$ cat src/rtl/conv_encoder_param.sv
// Parametrised rate-1/N feed-forward convolutional encoder with valid/ready
// handshakes on both sides and optional zero-tail frame termination.
// Generator i lives in GENS[i*K +: K]; its bit K-1 taps the current input
// and bit 0 taps the oldest stored bit.
module conv_encoder_param #(
  parameter int              K       = 3,
  parameter int              N       = 2,
  parameter logic [N*K-1:0]  GENS    = 6'b101111,
  parameter int              TAIL_EN = 1
) (
  input  logic         clock,
  input  logic         reset,
  input  logic         in_valid,
  output logic         in_ready,
  input  logic         in_bit,
  input  logic         in_last,
  output logic         out_valid,
  input  logic         out_ready,
  output logic [N-1:0] out_sym,
  output logic         out_last,
  output logic         busy
);

  // Tail counter must hold K-1.
  localparam int             TCW      = $clog2(K);
  localparam logic [TCW-1:0] TAIL_LEN = TCW'(K - 1);
  localparam bit             USE_TAIL = (TAIL_EN != 0) && (K > 1);

  typedef enum logic [1:0] {
    IDLE,
    DATA,
    TAIL
  } state_t;

  state_t         state;
  state_t         state_n;
  logic [K-2:0]   sr;
  logic [K-2:0]   sr_n;
  logic [TCW-1:0] tc;
  logic [TCW-1:0] tc_n;
  logic [N-1:0]   sym_n;
  logic           valid_n;
  logic           last_n;

  logic           stage_free;
  logic           accept;
  logic           u;
  logic [K-1:0]   window;
  logic [N-1:0]   enc;

  // The output register can take a new symbol when it is empty or being drained.
  assign stage_free = !out_valid || out_ready;
  assign in_ready   = (state != TAIL) && stage_free;
  assign accept     = in_valid && in_ready;

  // During the tail the encoder is fed zeros instead of the input bit.
  assign u      = (state == TAIL) ? 1'b0 : in_bit;
  assign window = {u, sr};
  assign busy   = (state != IDLE) || out_valid;

  // Parity of each generator over the current bit and the stored history.
  always_comb begin
    enc = '0;
    for (int i = 0; i < N; i++) begin
      enc[i] = ^(GENS[i*K +: K] & window);
    end
  end

  // Next-state and next-output logic: accept data, run the zero tail, drain output.
  always_comb begin
    state_n = state;
    sr_n    = sr;
    tc_n    = tc;
    sym_n   = out_sym;
    valid_n = out_valid;
    last_n  = out_last;

    if (stage_free) begin
      valid_n = 1'b0;
      last_n  = 1'b0;
    end

    case (state)
      IDLE, DATA: begin
        if (accept) begin
          sym_n   = enc;
          valid_n = 1'b1;
          last_n  = 1'b0;
          sr_n    = window[K-1:1];
          if (in_last) begin
            if (USE_TAIL) begin
              state_n = TAIL;
              tc_n    = TAIL_LEN;
            end else begin
              last_n  = 1'b1;
              sr_n    = '0;
              state_n = IDLE;
            end
          end else begin
            state_n = DATA;
          end
        end
      end
      TAIL: begin
        if (stage_free) begin
          sym_n   = enc;
          valid_n = 1'b1;
          last_n  = 1'b0;
          sr_n    = window[K-1:1];
          tc_n    = tc - TCW'(1);
          if (tc == TCW'(1)) begin
            last_n  = 1'b1;
            sr_n    = '0;
            state_n = IDLE;
          end
        end
      end
      default: begin
        state_n = IDLE;
      end
    endcase
  end

  // State, shift register, tail counter and output stage registers.
  always_ff @(posedge clock or posedge reset) begin
    if (reset) begin
      state     <= IDLE;
      sr        <= '0;
      tc        <= '0;
      out_sym   <= '0;
      out_valid <= 1'b0;
      out_last  <= 1'b0;
    end else begin
      state     <= state_n;
      sr        <= sr_n;
      tc        <= tc_n;
      out_sym   <= sym_n;
      out_valid <= valid_n;
      out_last  <= last_n;
    end
  end

endmodule

$ cat config.mk
export PLATFORM = sky130hd
export DESIGN_NAME = conv_encoder_param
export DESIGN_NICKNAME = d
export VERILOG_FILES = /design/src/rtl/conv_encoder_param.sv
export SDC_FILE = /design/constraint.sdc
export NUM_CORES = 1
export LEC_CHECK = 0
export CAP_MARGIN = 15
export CELL_PAD_IN_SITES_DETAIL_PLACEMENT = 2
export CELL_PAD_IN_SITES_GLOBAL_PLACEMENT = 2
export CORE_MARGIN = 2
export CORE_UTILIZATION = 30
export DETAILED_ROUTE_END_ITERATION = 12
export PLACE_DENSITY_LB_ADDON = 0.1
export SYNTH_ARGS = -nofsm -noshare
export SYNTH_HDL_FRONTEND = slang
export SYNTH_SLANG_ARGS = --single-unit
$ cat constraint.sdc
create_clock -name clock -period 3.5 [get_ports clock]
set_input_delay 0.7 -clock clock [delete_from_list [all_inputs] [get_ports clock]]
set_output_delay 0.7 -clock clock [all_outputs]
set_load 0.02 [all_outputs]
# --- Yosys cells after proc, flatten, opt, wreduce, memory -nomap -nowiden ---
# Index checks and enable logic that the tools add are counted.
totals:
  ff_bits: 10
  in_bits: 6
  wordCells: 55
op_classes:
  n_addsub: 1
  eq_ne: 8
  mux: 26
  reduce_logical: 14
op_table:
  columns: ["cell", "n"]
  rows:
  - ["2-to-1 mux 2 bit", 12]
  - ["one-hot mux 2 bit (2 select lines)", 4]
  - ["2-to-1 mux 1 bit", 8]
  - ["!= test 2 bit (second input constant)", 4]
  - ["AND reduction 3 bit", 2]
  - ["XOR reduction 3 bit", 2]
  - ["equality test 2 x 1 -> 1 bit (second input constant)", 2]
  - ["one-hot mux 1 bit (2 select lines)", 2]
  - ["AND reduction 4 bit", 1]
  - ["nonzero test 2 bit", 2]
  - ["equality test 2 bit (second input constant)", 1]
  - ["logical AND 1 bit", 2]
  - ["zero test 2 bit", 1]
  - ["logical OR 1 bit", 2]
  - ["!= test 2 x 1 -> 1 bit (second input constant)", 1]
  - ["OR reduction 2 bit", 1]
  - ["subtractor 2 x 1 -> 2 bit (second input constant)", 1]
  - ["zero test 1 bit", 1]

# --- Depth between registers and ports, before layout ---
# Gate-level depths: netlist of the first run.
depth:
  ltp_word: 6
  ltp_mapped: 5

# --- Least setup slack after synthesis of the first run ---
# OpenSTA, ideal clock, no wires.
synth_path:
  path_kind: "input port to output port"
  from: "input port out_ready"
  to: "output port in_ready"
  arrival_time_ns: 1.121
  required_time_ns: 2.800
  setup_slack_ns: 1.679
  path_stages: 2
  n_path_buf: 0
  cell_sequence: "nor2b_1 > nor2_1"
synth_between:
  elab_chain_cells: 2
synth_rtl:
  columns: ["element", "line_no", "text"]
  rows:
  - ["start: declaration", "18", "input logic out_ready,"]
  - ["logical OR 1 bit", "52", "assign stage_free = !out_valid || out_ready;"]
  - ["logical AND 1 bit", "53", "assign in_ready = (state != TAIL) && stage_free;"]
  - ["end: declaration", "14", "output logic in_ready,"]
# No other way between the ends.

# --- Worst setup path in the final report of the first run ---
# Same ends and word-level chain as after synthesis.

==> flow_summary.ini, run 1 <==
[global_routing]
grt_max_degree = 11
grt_pass1_wl_um = 2120
antenna_found_initial = 0
globalRoute.totalOverflow = 0
grt_pass1_vias = 472
gr-usage-all-layers = 0.154

[power_and_ir_drop]
swShare = 0.408
clkPwrFrac = 0.141
p_seq_frac = 0.369
p_per_area_nw_per_um2 = 875
p_int_uw = 342
leakage_uw = 0.000287
p_comb_frac = 0.489
p_switching_uw = 236
max-vdd-ir-drop_v = 0.000371

[drt]
route.detailed.drc = 0
dr.pass1.iters = 2
vias = 429
drt_wl_total_um = 1270
viasPerCell = 5.30
drt-wirelength-per-cell_um = 15.6
ant_nets = 0
drtIter0Drc = 2

[final_layout]
final_area_um2 = 661
drive_gt1_frac = 0.123
regArea_um2 = 250
fillers = 180
area_growth_pct = 30.0
antennaDiodeCount = 0
nets = 74
final_cells = 81
multi_input_area_um2 = 246

[setup_path]
r2r_cells = 4
arrival_ns = 2.10
start_kind = input port
critPathMaxFanout = 7
end_kind = primary output
critPathKind = input port to primary output
required_ns = 2.80

[yosys]
synth_fp_nets = 58
ys_seq_elements = 10
synth_top_cell_by_area = dfrtp_1
synth_edf_count = 0
synthTopCellsByArea = dfrtp_1 (49%), o21ai_0 (6.9%), nand2_1 (5.9%)
async_reset_ff_frac = 1.00
synth_area_um2 = 508
ys_warn_count = 0
synth_top_area_frac = 0.493
syn_inst = 51
ys_top_cells_by_count = dfrtp_1 (10), nand2_1 (8), o21ai_0 (7)
seq_area_frac_synth = 0.493
avgSynthCellArea_um2 = 9.96
ys_types = 22
ys.flop_type = dfrtp_1
yosysMostFrequentCell = dfrtp_1

[floorplanning]
pin_count = 12
die_area_um2 = 2040
die_h_um = 45.2
core_um2 = 1540
std_cell_rows = 14
fp.dieW_um = 45.2
start_util = 0.330

[timing]
period_share = 0.800
hold_violations = 0
rsz0062_at_grt = false
maxSlewViolCount = 0
finClkSkew_ns = 0.000489
final.setup.tns_ns = 0
fmax_mhz = 357
finalCriticalPeriod_ns = 2.80
relSlewSlack = 0.724
whs_ns = 0.490
finalSetupViolations = 0
worstMarginPinSlew_ns = 0.413

[clock_tree]
clk_pin_slew_ns = 0.07
cts_hold_buf = 0
clockRootBuffer = clkbuf_4
numCtsBuffers = 3
insertion_delay_ns = 0.27
clock_path_buffers = 2
htree_levels = 1
cts_tree = yes
cts_num_sinks = 10
post_cts_buffers = 0
cts_resized = 0

[flow_run]
drv_cap = 0

[place]
placed_area_um2 = 638
routabilityCongestion = 0.775
io_buffers = 11
placed_cells = 78
dpl.hpwl_um = 919

[status]
status = finished clean

[worst_hold_path]
min_path_cells = 2
hp-class = flop to flop
==> layout by cell type, fill, tap and decap left out, types with 2 or more instances in the layout <==
cell type / synthesis / routed
xnor2_1: 2 / 2
clkdlybuf4s50_1: 0 / 11
a21oi_1: 3 / 3
dfrtp_1: 10 / 10
clkbuf_4: 0 / 3
o21ai_0: 7 / 7
inv_1: 3 / 3
or3_1: 2 / 2
nor3_1: 2 / 2
nand2_1: 8 / 8
==> final timing paths <==
check | from | to | slack, ns
setup / recovery | out_ready | in_ready | 0.70
hold / removal | out_sym[1] | out_sym[1] | 0.49
setup reg to reg | state[1] | tc[1] | 2.18
hold reg to reg | out_sym[1] | out_sym[1] | 0.49
max in group asynchronous | reset | out_sym[0] | 2.51
min in group asynchronous | reset | out_valid | 0.71
==> flip-flops by register name (all words and copies together) (netlist names) <==
name       count
out_sym        2
sr             2
state          2
tc             2
out_last       1
out_valid      1
==> metal layers <==
| metal | share of wire | GRT usage | wire, um |
|---|---|---|---|
| met5 | 0 | 0 | 0 |
| met4 | 0.033 | 0.124 | 42 |
| met3 | 0.039 | 0.0360 | 50 |
| met2 | 0.45 | 0.234 | 576 |
| met1 | 0.47 | 0.182 | 599 |
==> cells by family (layout without fill, tap and decap cells) <==
family / after synthesis / count (layout) / synth area share
AOI/OAI and AO/OA: 16 / 16 / 0.214
xor gates and xnor gates: 3 / 3 / 0.0517
adders and majority gates: 1 / 1 / 0.0246
buffers and inverters: 3 / 17 / 0.0222
DFF: 10 / 10 / 0.493
and+or+nand+nor: 18 / 18 / 0.195
==> layout make-up <==
type,instances,share of cell area
multi-input combinational,38,0.373
sequential,10,0.379
clock buffer,3,0.0341
inverter,3,0.0170
tap,16,0.0303
timing repair buffer,11,0.167
==> per-stage QoR <==
stage	util	total power, uW	setup WS (ns)
floorplan	-	393	1.68
global route	0.429	628	0.558
CTS	0.429	588	0.663
finish	0.429	578	0.699
detailed placement	0.414	503	0.668
global placement	0.414	494	0.743
==> power by group through the flow <==
stage | registers (uW) | logic (uW) | clock network, uW
global placement | 213 | 280 | 0
detailed placement | 217 | 286 | 0
global route | 222 | 317 | 89.1
CTS | 214 | 289 | 84.7
floorplan | 224 | 169 | 0
finish | 213 | 283 | 81.7
==> critical path, stage by stage <==
cell             delay, ns
clkdlybuf4s50_1       0.42
nor2b_1               0.35
nor2_1                0.08
clkdlybuf4s50_1       0.55
(Power assumes the default switching activity.)
==> run 2, diff against run 1 <==
Settings changed: CORE_UTILIZATION 30 to 28.
Clock period 3.5 ns to 2.7 ns, I/O delays scaled along.
==> flow_summary.ini, run 2 (synthesis gave the netlist of run 1 again) <==
[power_and_ir_drop]
p_comb_frac = 0.492
p_seq_frac = 0.373
swShare = 0.398
leakage_uw = 0.000287
p_per_area_nw_per_um2 = 1100
max-vdd-ir-drop_v = 0.000447
p_switching_uw = 293
p_int_uw = 444
clkPwrFrac = 0.136

[setup_path]
end_kind = primary output
critPathKind = input port to primary output
arrival_ns = 1.94
critPathMaxFanout = 7
worst_path_max_delay_cell = clkdlybuf4s50_1
required_ns = 2.16
crit_path_frequent_cell = clkdlybuf4s50_1
slowest_delay_ns = 0.55
worstPathCellList = clkdlybuf4s50_1 -> nor2b_1 -> nor2_1 -> clkdlybuf4s50_1
start_kind = input port

[final_layout]
drive_gt1_frac = 0.123
final_cells = 90
nets = 74
fillers = 193
multi_input_area_um2 = 246
final_area_um2 = 672
final_common_cell = clkdlybuf4s50_1
area_growth_pct = 32.3
regArea_um2 = 250
antennaDiodeCount = 0
final_util = 0.393
mostFrequentLayoutCells = clkdlybuf4s50_1 (11), dfrtp_1 (10), nand2_1 (8), o21ai_0 (7)

[timing]
finalSetupViolations = 0
period_share = 0.918
worstMarginPinSlew_ns = 0.416
maxSlewViolCount = 0
finClkSkew_ns = 0.00683
hold_violations = 0
relSlewSlack = 0.722
finalCriticalPeriod_ns = 2.48
rsz0062_at_grt = false
final.setup.tns_ns = 0
fmax_mhz = 403

[global_routing]
globalRoute.totalOverflow = 0
antenna_found_initial = 0
gr-usage-all-layers = 0.152
grt_pass1_vias = 430
grt_pass1_wl_um = 2080
grt_max_degree = 11

[floorplanning]
die_h_um = 46.6
std_cell_rows = 15
pin_count = 12
die_area_um2 = 2170
core_um2 = 1710
start_util = 0.297
fp.dieW_um = 46.6

[drt]
route.detailed.drc = 0
viasPerCell = 4.72
vias = 425
ant_nets = 0
drt_wl_total_um = 1170
drtIter0Drc = 1
dr.pass1.iters = 2
drt-wirelength-per-cell_um = 13.0

[flow_run]
drv_cap = 0

[clock_tree]
clockRootBuffer = clkbuf_4
post_cts_buffers = 0
clock_path_buffers = 2
cts_tree = yes
clk_pin_slew_ns = 0.06
cts_hold_buf = 0
numCtsBuffers = 3
htree_levels = 1
cts_resized = 0
cts_num_sinks = 10
insertion_delay_ns = 0.27

[place]
io_buffers = 11
placed_area_um2 = 649
routabilityCongestion = 0.652
dpl.hpwl_um = 914
placed_cells = 87

[status]
status = finished clean

[worst_hold_path]
hp-class = flop to flop
## run 2: cell counts in the layout (fill, tap and decap cells not counted)
Identical to the previous run, type by type.
## run 2: worst paths after layout
| check | from | end | slack, ns | depth (start not counted) |
|---|---|---|---|---|
| worst max-delay path | out_ready | in_ready | 0.22 | 4 |
| worst min-delay path | out_sym[1] | out_sym[1] | 0.48 | 2 |
| worst max register to register | state[0] | tc[1] | 1.37 | 4 |
| worst min register to register | out_sym[1] | out_sym[1] | 0.48 | 2 |
| max in group asynchronous | reset | out_sym[0] | 1.87 | 2 |
| min in group asynchronous | reset | sr[0] | 0.55 | 2 |
## run 2: critical path: cells and delay by family
| kind | cells | cell delay (ns) |
|---|---|---|
| simple gates | 2 | 0.44 |
| buf+inv | 2 | 0.97 |
## run 2: layout make-up
class	instances	share of cell area
sequential	10	0.372
inverter	3	0.0168
tap	25	0.0466
multi-input combinational	38	0.367
timing repair buffer	11	0.164
clock buffer	3	0.0335
## run 2: layer usage
layer  global-route usage  routed length (um)  part of all wire
met1                0.177                 517              0.44
met2                0.228                 554              0.47
met3               0.0588                  61             0.052
met4                0.103                  38             0.032
met5                    0                   0                 0
## run 2: metrics by stage
step                setup slack, ns  total power, uW  hold slack (ns)
floorplan                      1.20              509            0.380
global placement              0.246              641            0.467
detailed placement            0.198              651            0.472
CTS                           0.195              752            0.485
global route                  0.116              811            0.544
finish                        0.221              736            0.478
## run 2: power by group through the flow
stage	registers, uW	clock network (uW)	logic, uW
global route	291	113	407
finish	274	100	362
floorplan	290	0	219
detailed placement	281	0	369
CTS	279	103	370
global placement	276	0	365
==> run 3, diff against run 2 <==
Settings changed: SLEW_MARGIN set to 20.
==> results of run 3 <==
The final DEF is identical to that of run 2; final timing and power are the same.
